<file path="config.mk">
export PLATFORM = sky130hd
export DESIGN_NAME = jtag_dr_bank_flat
export DESIGN_NICKNAME = d
export VERILOG_FILES = /design/src/rtl/jtag_dr_bank_if.sv /design/src/rtl/jtag_dr_bank.sv /design/src/flat_wrapper.sv
export SDC_FILE = /design/constraint.sdc
export NUM_CORES = 1
export LEC_CHECK = 0
export CAP_MARGIN = 20
export CELL_PAD_IN_SITES_DETAIL_PLACEMENT = 1
export CELL_PAD_IN_SITES_GLOBAL_PLACEMENT = 1
export CORE_MARGIN = 1
export CORE_UTILIZATION = 30
export CTS_CLUSTER_SIZE = 28
export DETAILED_ROUTE_END_ITERATION = 16
export HOLD_SLACK_MARGIN = 0.15
export PLACE_DENSITY_LB_ADDON = 0.1
export REMOVE_ABC_BUFFERS = 1
export SYNTH_ARGS = -nofsm -noshare
export SYNTH_HDL_FRONTEND = slang
export SYNTH_SLANG_ARGS = --single-unit
</file>
<file path="constraint.sdc">
create_clock -name tck -period 3.9 [get_ports tck]
set_input_delay 0.78 -clock tck [delete_from_list [all_inputs] [get_ports tck]]
set_output_delay 0.78 -clock tck [all_outputs]
set_load 0.01 [all_outputs]
</file>
<file path="src/rtl/jtag_dr_bank_if.sv">
// Data-register side of a JTAG TAP: state strobes, instruction, serial data
// and the parallel capture/update ports of the user registers.
interface jtag_dr_bank_if #(
  parameter int INSN_WIDTH = 4,
  parameter int NUM_USER   = 2,
  parameter int DR_WIDTH   = 16
);
  logic                           tdi;
  logic                           state_test_logic_reset;
  logic                           state_capture_dr;
  logic                           state_shift_dr;
  logic                           state_update_dr;
  logic                           state_shift_ir;
  logic [INSN_WIDTH-1:0]          latched_jtag_ir;
  logic                           insn_tdo;
  logic [NUM_USER*DR_WIDTH-1:0]   capture_data;
  logic [NUM_USER*DR_WIDTH-1:0]   update_data;
  logic [NUM_USER-1:0]            update_valid;
  logic [NUM_USER-1:0]            shift_len_err;
  logic                           insn_idcode_select;
  logic [NUM_USER-1:0]            insn_user_select;
  logic                           insn_bypass_select;
  logic                           tdo;
  logic                           tdo_en;

  modport master (
    output tdi, state_test_logic_reset, state_capture_dr, state_shift_dr,
           state_update_dr, state_shift_ir, latched_jtag_ir, insn_tdo, capture_data,
    input  update_data, update_valid, shift_len_err, insn_idcode_select,
           insn_user_select, insn_bypass_select, tdo, tdo_en
  );

  modport slave (
    input  tdi, state_test_logic_reset, state_capture_dr, state_shift_dr,
           state_update_dr, state_shift_ir, latched_jtag_ir, insn_tdo, capture_data,
    output update_data, update_valid, shift_len_err, insn_idcode_select,
           insn_user_select, insn_bypass_select, tdo, tdo_en
  );
endinterface

</file>
<file path="src/rtl/jtag_dr_bank.sv">
// IDCODE, BYPASS and NUM_USER user data registers behind a JTAG TAP.
// DR state moves on posedge tck; tdo/tdo_en launch on negedge tck.
module jtag_dr_bank #(
  parameter logic [31:0]           IDCODE_VALUE   = 32'h1495_1C39,
  parameter int                    INSN_WIDTH     = 4,
  parameter logic [INSN_WIDTH-1:0] IDCODE_INSN    = 4'b0010,
  parameter int                    NUM_USER       = 2,
  parameter int                    DR_WIDTH       = 16,
  parameter logic [INSN_WIDTH-1:0] USER_INSN_BASE = 4'b1000
) (
  input logic           tck,
  input logic           trstn,
  jtag_dr_bank_if.slave bus
);

  localparam int CW = $clog2(DR_WIDTH + 2);

  logic                tlr;
  logic                cap;
  logic                shf;
  logic                upd;
  logic                idcode_sel;
  logic                bypass_sel;
  logic [NUM_USER-1:0] user_sel;
  logic [NUM_USER-1:0] user_lsb;
  logic [31:0]         idcode_reg;
  logic                bypass_reg;
  logic                tdo_mux;
  logic                tdo_reg;
  logic                tdo_en_reg;

  // One-hot view of the TAP strobes after priority resolution.
  assign tlr = bus.state_test_logic_reset;
  assign cap = !tlr && bus.state_capture_dr;
  assign shf = !tlr && !bus.state_capture_dr && bus.state_shift_dr;
  assign upd = !tlr && !bus.state_capture_dr && !bus.state_shift_dr && bus.state_update_dr;

  assign idcode_sel = (bus.latched_jtag_ir == IDCODE_INSN);
  assign bypass_sel = !idcode_sel && !(|user_sel);

  assign bus.insn_idcode_select = idcode_sel;
  assign bus.insn_user_select   = user_sel;
  assign bus.insn_bypass_select = bypass_sel;

  always_ff @(posedge tck) begin
    if (!trstn) begin
      idcode_reg <= IDCODE_VALUE;
      bypass_reg <= 1'b0;
    end else if (tlr) begin
      idcode_reg <= IDCODE_VALUE;
      bypass_reg <= 1'b0;
    end else if (cap) begin
      if (idcode_sel) idcode_reg <= IDCODE_VALUE;
      if (bypass_sel) bypass_reg <= 1'b0;
    end else if (shf) begin
      if (idcode_sel) idcode_reg <= {bus.tdi, idcode_reg[31:1]};
      if (bypass_sel) bypass_reg <= bus.tdi;
    end
  end

  generate
    for (genvar gi = 0; gi < NUM_USER; gi++) begin : g_user
      logic [DR_WIDTH-1:0] sr_reg;
      logic [DR_WIDTH-1:0] upd_reg;
      logic [CW-1:0]       cnt_reg;
      logic                arm_reg;
      logic                valid_reg;
      logic                err_reg;

      assign user_sel[gi] = (bus.latched_jtag_ir == INSN_WIDTH'(USER_INSN_BASE + gi));
      assign user_lsb[gi] = sr_reg[0];

      // arm_reg marks a capture since the last reset, so a session cut short
      // by trstn or Test-Logic-Reset never commits on a later Update-DR.
      always_ff @(posedge tck) begin
        if (!trstn) begin
          sr_reg    <= '0;
          upd_reg   <= '0;
          cnt_reg   <= '0;
          arm_reg   <= 1'b0;
          valid_reg <= 1'b0;
          err_reg   <= 1'b0;
        end else begin
          valid_reg <= 1'b0;
          err_reg   <= 1'b0;
          if (tlr) begin
            sr_reg  <= '0;
            cnt_reg <= '0;
            arm_reg <= 1'b0;
          end else if (cap && user_sel[gi]) begin
            sr_reg  <= bus.capture_data[gi*DR_WIDTH +: DR_WIDTH];
            cnt_reg <= '0;
            arm_reg <= 1'b1;
          end else if (shf && user_sel[gi]) begin
            sr_reg <= {bus.tdi, sr_reg[DR_WIDTH-1:1]};
            if (cnt_reg != CW'(DR_WIDTH + 1)) cnt_reg <= cnt_reg + CW'(1);
          end else if (upd && user_sel[gi] && arm_reg) begin
            upd_reg   <= sr_reg;
            valid_reg <= 1'b1;
            err_reg   <= (cnt_reg != CW'(DR_WIDTH));
          end
        end
      end

      assign bus.update_data[gi*DR_WIDTH +: DR_WIDTH] = upd_reg;
      assign bus.update_valid[gi]  = valid_reg;
      assign bus.shift_len_err[gi] = err_reg;
    end
  endgenerate

  always_comb begin
    tdo_mux = bypass_reg;
    if (bus.state_shift_ir)  tdo_mux = bus.insn_tdo;
    else if (idcode_sel)     tdo_mux = idcode_reg[0];
    else if (|user_sel)      tdo_mux = |(user_sel & user_lsb);
  end

  always_ff @(negedge tck) begin
    if (!trstn) begin
      tdo_reg    <= 1'b0;
      tdo_en_reg <= 1'b0;
    end else begin
      tdo_reg    <= tdo_mux;
      tdo_en_reg <= bus.state_shift_ir | bus.state_shift_dr;
    end
  end

  assign bus.tdo    = tdo_reg;
  assign bus.tdo_en = tdo_en_reg;

endmodule

</file>
<file path="src/flat_wrapper.sv">
// flat-port wrapper written by rule: the top's interface ports become plain ports
module jtag_dr_bank_flat 
#(
  parameter logic [31:0]           IDCODE_VALUE   = 32'h1495_1C39,
  parameter int                    INSN_WIDTH     = 4,
  parameter logic [INSN_WIDTH-1:0] IDCODE_INSN    = 4'b0010,
  parameter int                    NUM_USER       = 2,
  parameter int                    DR_WIDTH       = 16,
  parameter logic [INSN_WIDTH-1:0] USER_INSN_BASE = 4'b1000
)
  (tck, trstn, bus_tdi, bus_state_test_logic_reset, bus_state_capture_dr, bus_state_shift_dr, bus_state_update_dr, bus_state_shift_ir, bus_latched_jtag_ir, bus_insn_tdo, bus_capture_data, bus_update_data, bus_update_valid, bus_shift_len_err, bus_insn_idcode_select, bus_insn_user_select, bus_insn_bypass_select, bus_tdo, bus_tdo_en);
  jtag_dr_bank_if #(.INSN_WIDTH(INSN_WIDTH), .NUM_USER(NUM_USER), .DR_WIDTH(DR_WIDTH)) bus_i ();
  input logic tck;
  input logic trstn;
  input wire logic [$bits(bus_i.tdi)-1:0] bus_tdi;
  input wire logic [$bits(bus_i.state_test_logic_reset)-1:0] bus_state_test_logic_reset;
  input wire logic [$bits(bus_i.state_capture_dr)-1:0] bus_state_capture_dr;
  input wire logic [$bits(bus_i.state_shift_dr)-1:0] bus_state_shift_dr;
  input wire logic [$bits(bus_i.state_update_dr)-1:0] bus_state_update_dr;
  input wire logic [$bits(bus_i.state_shift_ir)-1:0] bus_state_shift_ir;
  input wire logic [$bits(bus_i.latched_jtag_ir)-1:0] bus_latched_jtag_ir;
  input wire logic [$bits(bus_i.insn_tdo)-1:0] bus_insn_tdo;
  input wire logic [$bits(bus_i.capture_data)-1:0] bus_capture_data;
  output wire logic [$bits(bus_i.update_data)-1:0] bus_update_data;
  output wire logic [$bits(bus_i.update_valid)-1:0] bus_update_valid;
  output wire logic [$bits(bus_i.shift_len_err)-1:0] bus_shift_len_err;
  output wire logic [$bits(bus_i.insn_idcode_select)-1:0] bus_insn_idcode_select;
  output wire logic [$bits(bus_i.insn_user_select)-1:0] bus_insn_user_select;
  output wire logic [$bits(bus_i.insn_bypass_select)-1:0] bus_insn_bypass_select;
  output wire logic [$bits(bus_i.tdo)-1:0] bus_tdo;
  output wire logic [$bits(bus_i.tdo_en)-1:0] bus_tdo_en;
  assign bus_i.tdi = bus_tdi;
  assign bus_i.state_test_logic_reset = bus_state_test_logic_reset;
  assign bus_i.state_capture_dr = bus_state_capture_dr;
  assign bus_i.state_shift_dr = bus_state_shift_dr;
  assign bus_i.state_update_dr = bus_state_update_dr;
  assign bus_i.state_shift_ir = bus_state_shift_ir;
  assign bus_i.latched_jtag_ir = bus_latched_jtag_ir;
  assign bus_i.insn_tdo = bus_insn_tdo;
  assign bus_i.capture_data = bus_capture_data;
  assign bus_update_data = bus_i.update_data;
  assign bus_update_valid = bus_i.update_valid;
  assign bus_shift_len_err = bus_i.shift_len_err;
  assign bus_insn_idcode_select = bus_i.insn_idcode_select;
  assign bus_insn_user_select = bus_i.insn_user_select;
  assign bus_insn_bypass_select = bus_i.insn_bypass_select;
  assign bus_tdo = bus_i.tdo;
  assign bus_tdo_en = bus_i.tdo_en;
  jtag_dr_bank #(.IDCODE_VALUE(IDCODE_VALUE), .INSN_WIDTH(INSN_WIDTH), .IDCODE_INSN(IDCODE_INSN), .NUM_USER(NUM_USER), .DR_WIDTH(DR_WIDTH), .USER_INSN_BASE(USER_INSN_BASE)) u_core (.tck(tck), .trstn(trstn), .bus(bus_i));
endmodule
</file>
# Word-level counts from Yosys, hierarchy flattened
# Index checks and enable logic that the tools add are counted.
[word_totals]
reg_bits = 115
inputBits = 45
output_inout_bits = 42
word_cells = 93
[op_classes]
addsub = 2
n_eq_ne = 11
muxes = 17
bitwise_logic = 10
n_reduce_logical = 37
[ops]
columns = ["cell", "count"]
rows = [
  ["2-to-1 mux 32 bit", 4],
  ["2-to-1 mux 16 bit", 4],
  ["!= test 5 bit (second input constant)", 4],
  ["logical AND 1 bit", 14],
  ["adder 5 x 1 -> 5 bit (second input constant)", 2],
  ["OR reduction 5 bit", 2],
  ["2-to-1 mux 1 bit", 9],
  ["== test 4 bit (second input constant)", 2],
  ["!= test 2 bit (second input constant)", 4],
  ["inverter 1 bit", 8],
  ["AND reduction 4 bit", 2],
  ["OR reduction 4 bit", 2],
  ["AND reduction 3 bit", 2],
  ["nonzero test 2 bit", 3],
  ["OR reduction 2 bit", 3],
  ["OR reduction 3 bit", 2],
  ["logical NOT 1 bit", 5],
  ["== test 4 x 2 -> 1 bit (second input constant)", 1],
  ["AND reduction 2 bit", 2],
  ["AND 2 bit", 1],
  ["bitwise OR 1 bit", 1],
]

# Longest topological paths before layout
# Gate-level depths: netlist of the first run.
[depth]
depth_word = 8
mapped_depth = 7
mapped_depth_nobuf = 6

==> impl_results.md, run 1 <==
* I/O pins at 87
* CP Max Fanout at 1
* Gr usage total at 18.3%
* Routed via count at between 4,000 and 5,000
* Filler Cell Count at 1,794
* DRC violations left at 0
* Crit-path max cell delay at slightly above 0.3 ns
* Critical Path Source Type: flop
* Crit path capture type: output port
* # port buffers at 86
* Routed WL at 13,800 um
* Hold Crit Start: u_core.g_user[1].arm_reg
* Synth warnings at 0
* Placed cell area at 5750 um2
* Relative slew margins at between 40% and 50%
* Maximum number of pins on one net before global-route repair at 65
* WHS at roughly 0.47 ns
* Worst setup margin at between 0.1 and 0.15 ns
* Worst hold path class: reg -> reg
* Root Driver: clkbuf_16
* Cts bufs inserted at 17
* Antenna violations before repair at 0
* Peak supply drop at 0.287 mV
* Tot Pwr at approximately 2.8 mW
* Worst r2r src: u_core.g_user[1].sr_reg[0]
* Share of layout cells above drive strength 1 at a little under 10%
* TNS Setup at 0 ns
* Clock skew after layout at between 0.03 and 0.04 ns
* WHS Endpoint: u_core.g_user[1].arm_reg
* Max-slew violations at 0
* Clock Sinks at around 120
* Worst-skew pair later-pin latency at around 0.44 ns
* Layout area overhead at 34.7%
* WP data required at about 3.1 ns
* Fin. Hold Viols at 0
* DR WL/cell at around 16 um
* Routed Antenna Nets at 0
* Multi-input logic area at 2130 um2
* Max-Cap Viols at 0
* #FFs+latches synth at 115
* Synth cell types at 39
* Die height at between 100 and 150 um
* Fin util at just over 40%
* Non-filler instance count after layout at 863
* Grt total ovfl at 0
* CTS tree: yes
* FF-to-FF End: u_core.bus.tdo
* Avg Cell Area, Syn at 8.30 um2
* Hold path cells at 2
* Core area at 15,300 um2
* PwrDens at around 440 nW/um2
* 1st-iter DRT viols at 199
* Asr flop ratio synth at 0%
* Seq/Total Area, Yosys at about 49%
* Tightest Pin Transition at about 0.86 ns
* Drt first pass iters at 4
* Placement Setup Slack at -0.270 ns
* Post-layout nets at a little under 700
* Unrepaired setup endpoints after global routing: no
* Worst Path Buf+Inv at 1
* Final setup viols at 0
* Clk buf depth at 2
* CP Cell Sequence: dlygate4sd2_1
* Leak at 2.12 nW
* Hold_buf cts at 0
* Synthesized instance count at about 570
* Status: completed
* Slowest CP cell: dfxtp_1
* Die area at 16,100 um2
* First-pass GRT wire length at about 23,000 um
* Critical path's top delay family: flip-flops
* Placed cell count at a little over 800
* Die Width at approximately 130 um
* Top FF cell, synth: dfxtp_1
* Worst path arrival time at 2.97 ns
* Rows at 45
* Vias in the first global route at around 4,500
* Number of synthesized flops with an enable pin at 0
* WS Path Type: reg -> out
* Reg2reg setup slack at around 1.0 ns
* Clk pin slew, worst setup/hold paths at approximately 0.05 ns
* Post-Layout Inst Area at roughly 6300 um2
* Ant. Diodes at 0
* FF-to-FF path depth at 4
* RD Place Congestion at around 0.73
* Register area at ~2300 um2
* Postcts setup bufs at 0
* Post-DR vias/cell at roughly 5.0
* Synthesized area at between 4000 and 5000 um2
* Initial core utilization at between 30% and 40%
* # resized after CTS at 2
* H-Tree Depth at 4
* DPL Wire Length at approximately 8900 um
## layout by cell type, fill, tap and decap left out, types with 16 or more instances in the layout
cell type        instances
clkbuf_16               17
nor4b_1                 21
buf_4                   19
a21oi_1                 38
clkdlybuf4s50_1         83
nand2_1                 66
o21ai_0                 68
nor2_1                  54
dfxtp_1                115
o22ai_1                 17
nand3_1                 39
a31oi_1                 16
## worst max-delay path by stage
stage | startpoint | end | depth (start not counted)
after floorplan | bus_latched_jtag_ir[0] | u_core.bus.tdo | 4
after global placement | bus_latched_jtag_ir[0] | u_core.bus.tdo | 5
after detailed placement | bus_latched_jtag_ir[0] | u_core.bus.tdo | 5
after CTS | u_core.bus.tdo | bus_tdo | 1
after global routing | bus_latched_jtag_ir[3] | u_core.bus.tdo | 6
final | u_core.bus.tdo | bus_tdo | 1
## cells by family (layout without fill, tap and decap cells)
group	Yosys count	in the layout	share of synthesized area, %
buf+inv	62	149	5.76
xor+xnor	8	8	1.49
fa+ha+maj	6	6	1.60
simple gates	216	216	23.7
compound gates	155	155	17.7
mux	3	3	0.640
flops	115	115	49.1
## metal layers
| metal | vias to the layer above | track usage [%] | part of all wire (%) |
|---|---|---|---|
| li1 | 2127 | - | - |
| met1 | 2078 | 22.6 | 47 |
| met2 | 66 | 30.5 | 48 |
| met3 | 19 | 4.56 | 3.2 |
| met4 | 0 | 7.21 | 1.4 |
| met5 | - | 0 | 0 |
## layout make-up
class	count	share of cell area (%)
Clock buffer	25	7.68
Inverter	9	0.535
Clock inverter	7	0.950
Timing Repair Buffer	108	16.6
Multi-Input combinational cell	388	33.7
Sequential cell	115	36.4
Tap cell	211	4.18
## synth_stat cells, types with 4 or more instances
cell / instances / area share [%]
nand2_1: 66 / 5.3
o22ai_1: 17 / 2.3
buf_2: 6 / 0.64
a31oi_1: 16 / 2.1
a21oi_1: 38 / 4.1
nor2_1: 56 / 4.5
inv_1: 10 / 0.80
clkbuf_1: 35 / 2.8
dfxtp_1: 115 / 49
o21ai_0: 68 / 7.3
nor4b_1: 21 / 3.9
nand3_1: 39 / 4.2
buf_1: 5 / 0.40
ha_1: 6 / 1.6
nor3_1: 4 / 0.43
nor3_2: 11 / 2.3
xnor2_1: 6 / 1.1
o21ai_1: 11 / 1.2
buf_4: 4 / 0.64
## power breakdown
group | switching, mW | total, mW | internal, mW | leakage (nW)
registers | 0.00302 | 1.18 | 1.18 | 0.927
clock network | 0.523 | 1.44 | 0.917 | 0.274
logic | 0.0852 | 0.156 | 0.0709 | 0.923
total | 0.611 | 2.78 | 2.17 | 2.12
(Power assumes the default switching activity.)
==> run 2: changes to the inputs <==
Settings changed: CTS_CLUSTER_SIZE 28 to default, GPL_TIMING_DRIVEN from default to 1.
==> results of run 2 <==
No change in the layout: final DEF, timing and power equal those of run 1.
==> run 3: changes to the inputs <==
Settings changed: CORE_UTILIZATION 30 to 41, GPL_TIMING_DRIVEN 1 to 0, SETUP_SLACK_MARGIN from default to 0.05.
==> run 3 against run 2 <==
Net effect: register-to-register slack got worse by 0.04 ns; sequential share of layout area increased by 0.68 points; utilization increased by 15 points; largest cell class unchanged.
==> impl_results.md, run 3 (same netlist as run 1, synthesis figures left out) <==
* Status: completed
* Routed WL at 13,000 um (-5.9%)
* Max-Cap Viols at 0 (unchanged)
* Drt first pass iters at 4 (unchanged)
* Die area at 11,900 um2 (-26%)
* Die Width at 109 um (-14%)
* Worst path arrival time at 2.14 ns (-0.83 ns)
* Logic gate share of total power at 5.2% (-0.4 points)
* Maximum number of pins on one net before global-route repair at 44 (-32%)
* Peak supply drop at 0.349 mV (+22%)
* 1st-iter DRT viols at 262 (+32%)
* Most frequent cells in the layout: dfxtp_1, clkdlybuf4s50_1, o21ai_0, nand2_1, nor2_1
* Initial core utilization at 42.7% (+12 points)
* TNS Setup at 0 ns (unchanged)
* Clock skew after layout at 0.0343 ns (+0.00328 ns)
* Grt total ovfl at 0 (unchanged)
* Clock share of power at 53.0% (+1.2 points)
* Crit path capture type: flop
* Worst-skew pair later-pin latency at 0.44 ns (about the same)
* Root Driver: clkbuf_16
* Flop pwr share at 41.8% (-0.8 points)
* Gr usage total at 23.0% (+4.7 points)
* Post-DR vias/cell at 5.44 (+9.4%)
* WHS at 0.481 ns (+0.00586 ns)
* Commonest non-fill, non-tap cell in the layout: dfxtp_1
* RD Place Congestion at 0.725 (-1.1%)
* Fin util at 56.5% (+15 points)
* Final setup viols at 0 (unchanged)
* Cts bufs inserted at 17 (unchanged)
* Vias in the first global route at 4,089 (-8.4%)
* Sw frac at 20.8% (-1.2 points)
* Clk buf depth at 2 (unchanged)
* Placed cell area at 5590 um2 (-2.8%)
* Worst setup margin at 0.166 ns (+0.0162 ns)
* Core area at 11,000 um2 (-28%)
* Die height at 109 um (-14%)
* Max-slew violations at 0 (unchanged)
* Relative slew margins at 34.0% (-8.6 points)
* Antenna violations before repair at 0 (unchanged)
* CP Max Fanout at 23 (+22)
* Placement Setup Slack at -0.895 ns (-0.625 ns)
* Share of layout cells above drive strength 1 at 8.48% (-1.3 points)
* H-Tree Depth at 4 (unchanged)
* Fin. Hold Viols at 0 (unchanged)
* Ant. Diodes at 0 (unchanged)
* Critical Path Source Type: primary input
* Tightest Pin Transition at 0.990 ns (+0.129 ns)
* Worst r2r src: u_core.g_user[1].sr_reg[0]
* Unrepaired setup endpoints after global routing: no
* Clock Sinks at 115 (unchanged)
* P_sw at 0.589 mW (-3.7%)
* I/O pins at 87 (unchanged)
* Hold Crit Start: u_core.g_user[1].sr_reg[7]
* Worst hold path class: reg -> reg
* Rows at 38 (-16%)
* PwrDens at 457 nW/um2 (+3.8%)
* WS Path Type: in -> reg
* First-pass GRT wire length at 20,800 um (-9.4%)
* Post-layout nets at 677 (-2.2%)
* Leak at 2.09 nW (-1.8%)
* DPL Wire Length at 8320 um (-6.7%)
* Routed via count at 4,226 (-1.5%)
* Post-Layout Inst Area at 6200 um2 (-1.8%)
* Internal power at 2.25 mW (+3.5%)
* WP data required at 2.31 ns (-0.81 ns)
* Routed Antenna Nets at 0 (unchanged)
* DR WL/cell at 16.7 um (+4.6%)
* Clk pin slew, worst setup/hold paths at 0.05 ns (about the same)
* # port buffers at 86 (unchanged)
* CTS tree: yes
* Crit. Startpoint: bus_latched_jtag_ir[3]
* Layout area overhead at 32.2%
* DRC violations left at 0 (unchanged)
* Filler Cell Count at 1,277 (-29%)
## run 3: cell count changes in the layout (fill, tap and decap cells not counted), sizes merged
cell           previous run  this run
dlygate4sd2               2         6
bufinv                    1         2
buf                      23         8
inv                      11        10
clkdlybuf4s50            83        79
## run 3: metal layers
| layer | wire [um] | up-vias | global-route usage [%] |
|---|---|---|---|
| met5 | 0 | - | 0 |
| met2 | 6420 | 78 | 38.5 |
| met4 | 102 | 0 | 6.95 |
| li1 | - | 2101 | - |
| met1 | 5920 | 2039 | 28.7 |
| met3 | 516 | 8 | 5.98 |
## run 3: critical path: stages
cell and delay (ns):
dlygate4sd2_1 0.28, or4b_4 0.71, inv_4 0.13, nand2_1 0.07, a31oi_1 0.17
## run 3: layout make-up
type | count | area (um2) | area share (%)
repair buffers | 93 | 963 | 15.5
clock buffers | 25 | 495 | 7.99
clock inverters | 7 | 82.6 | 1.33
flip-flops and latches | 115 | 2300 | 37.1
multi-input cells | 388 | 2140 | 34.6
inverters | 9 | 40.0 | 0.645
well taps | 140 | 175 | 2.82
## run 3: what timing repair did
item / 4_1_cts / 5_1_grt
gates resized for setup: 10 / 0
hold buffers: 0 / 0
hold endpoints to repair: 0 / 0
endpoints found under the setup margin: 6 / 0
setup buffers: 0 / 0
## run 3: through the flow
stage / power (mW) / std cells
after floorplan: 1.26 / 513
after global placement: 1.35 / 739
after detailed placement: 1.36 / 743
after CTS: 2.87 / 774
after global routing: 2.93 / 777
final: 2.84 / 777
## run 3: path summary, 6_finish.rpt
path / end / slack [ns] / depth (start not counted)
worst max-delay path: u_core.bus.tdo / 0.17 / 5
worst min-delay path: u_core.g_user[1].upd_reg[7] / 0.48 / 2
worst max register to register: u_core.bus.tdo / 1.00 / 4
worst min register to register: u_core.g_user[1].upd_reg[7] / 0.48 / 2
## run 3: power groups by stage
stage / sequential, mW / combinational (mW) / clock (mW)
4_1_cts: 1.18 / 0.148 / 1.54
3_3_place_gp: 1.21 / 0.138 / 0.00482
2_1_floorplan: 1.21 / 0.0498 / 0.00482
6_report: 1.18 / 0.147 / 1.50
3_5_place_dp: 1.21 / 0.148 / 0.00482
5_1_grt: 1.18 / 0.159 / 1.59
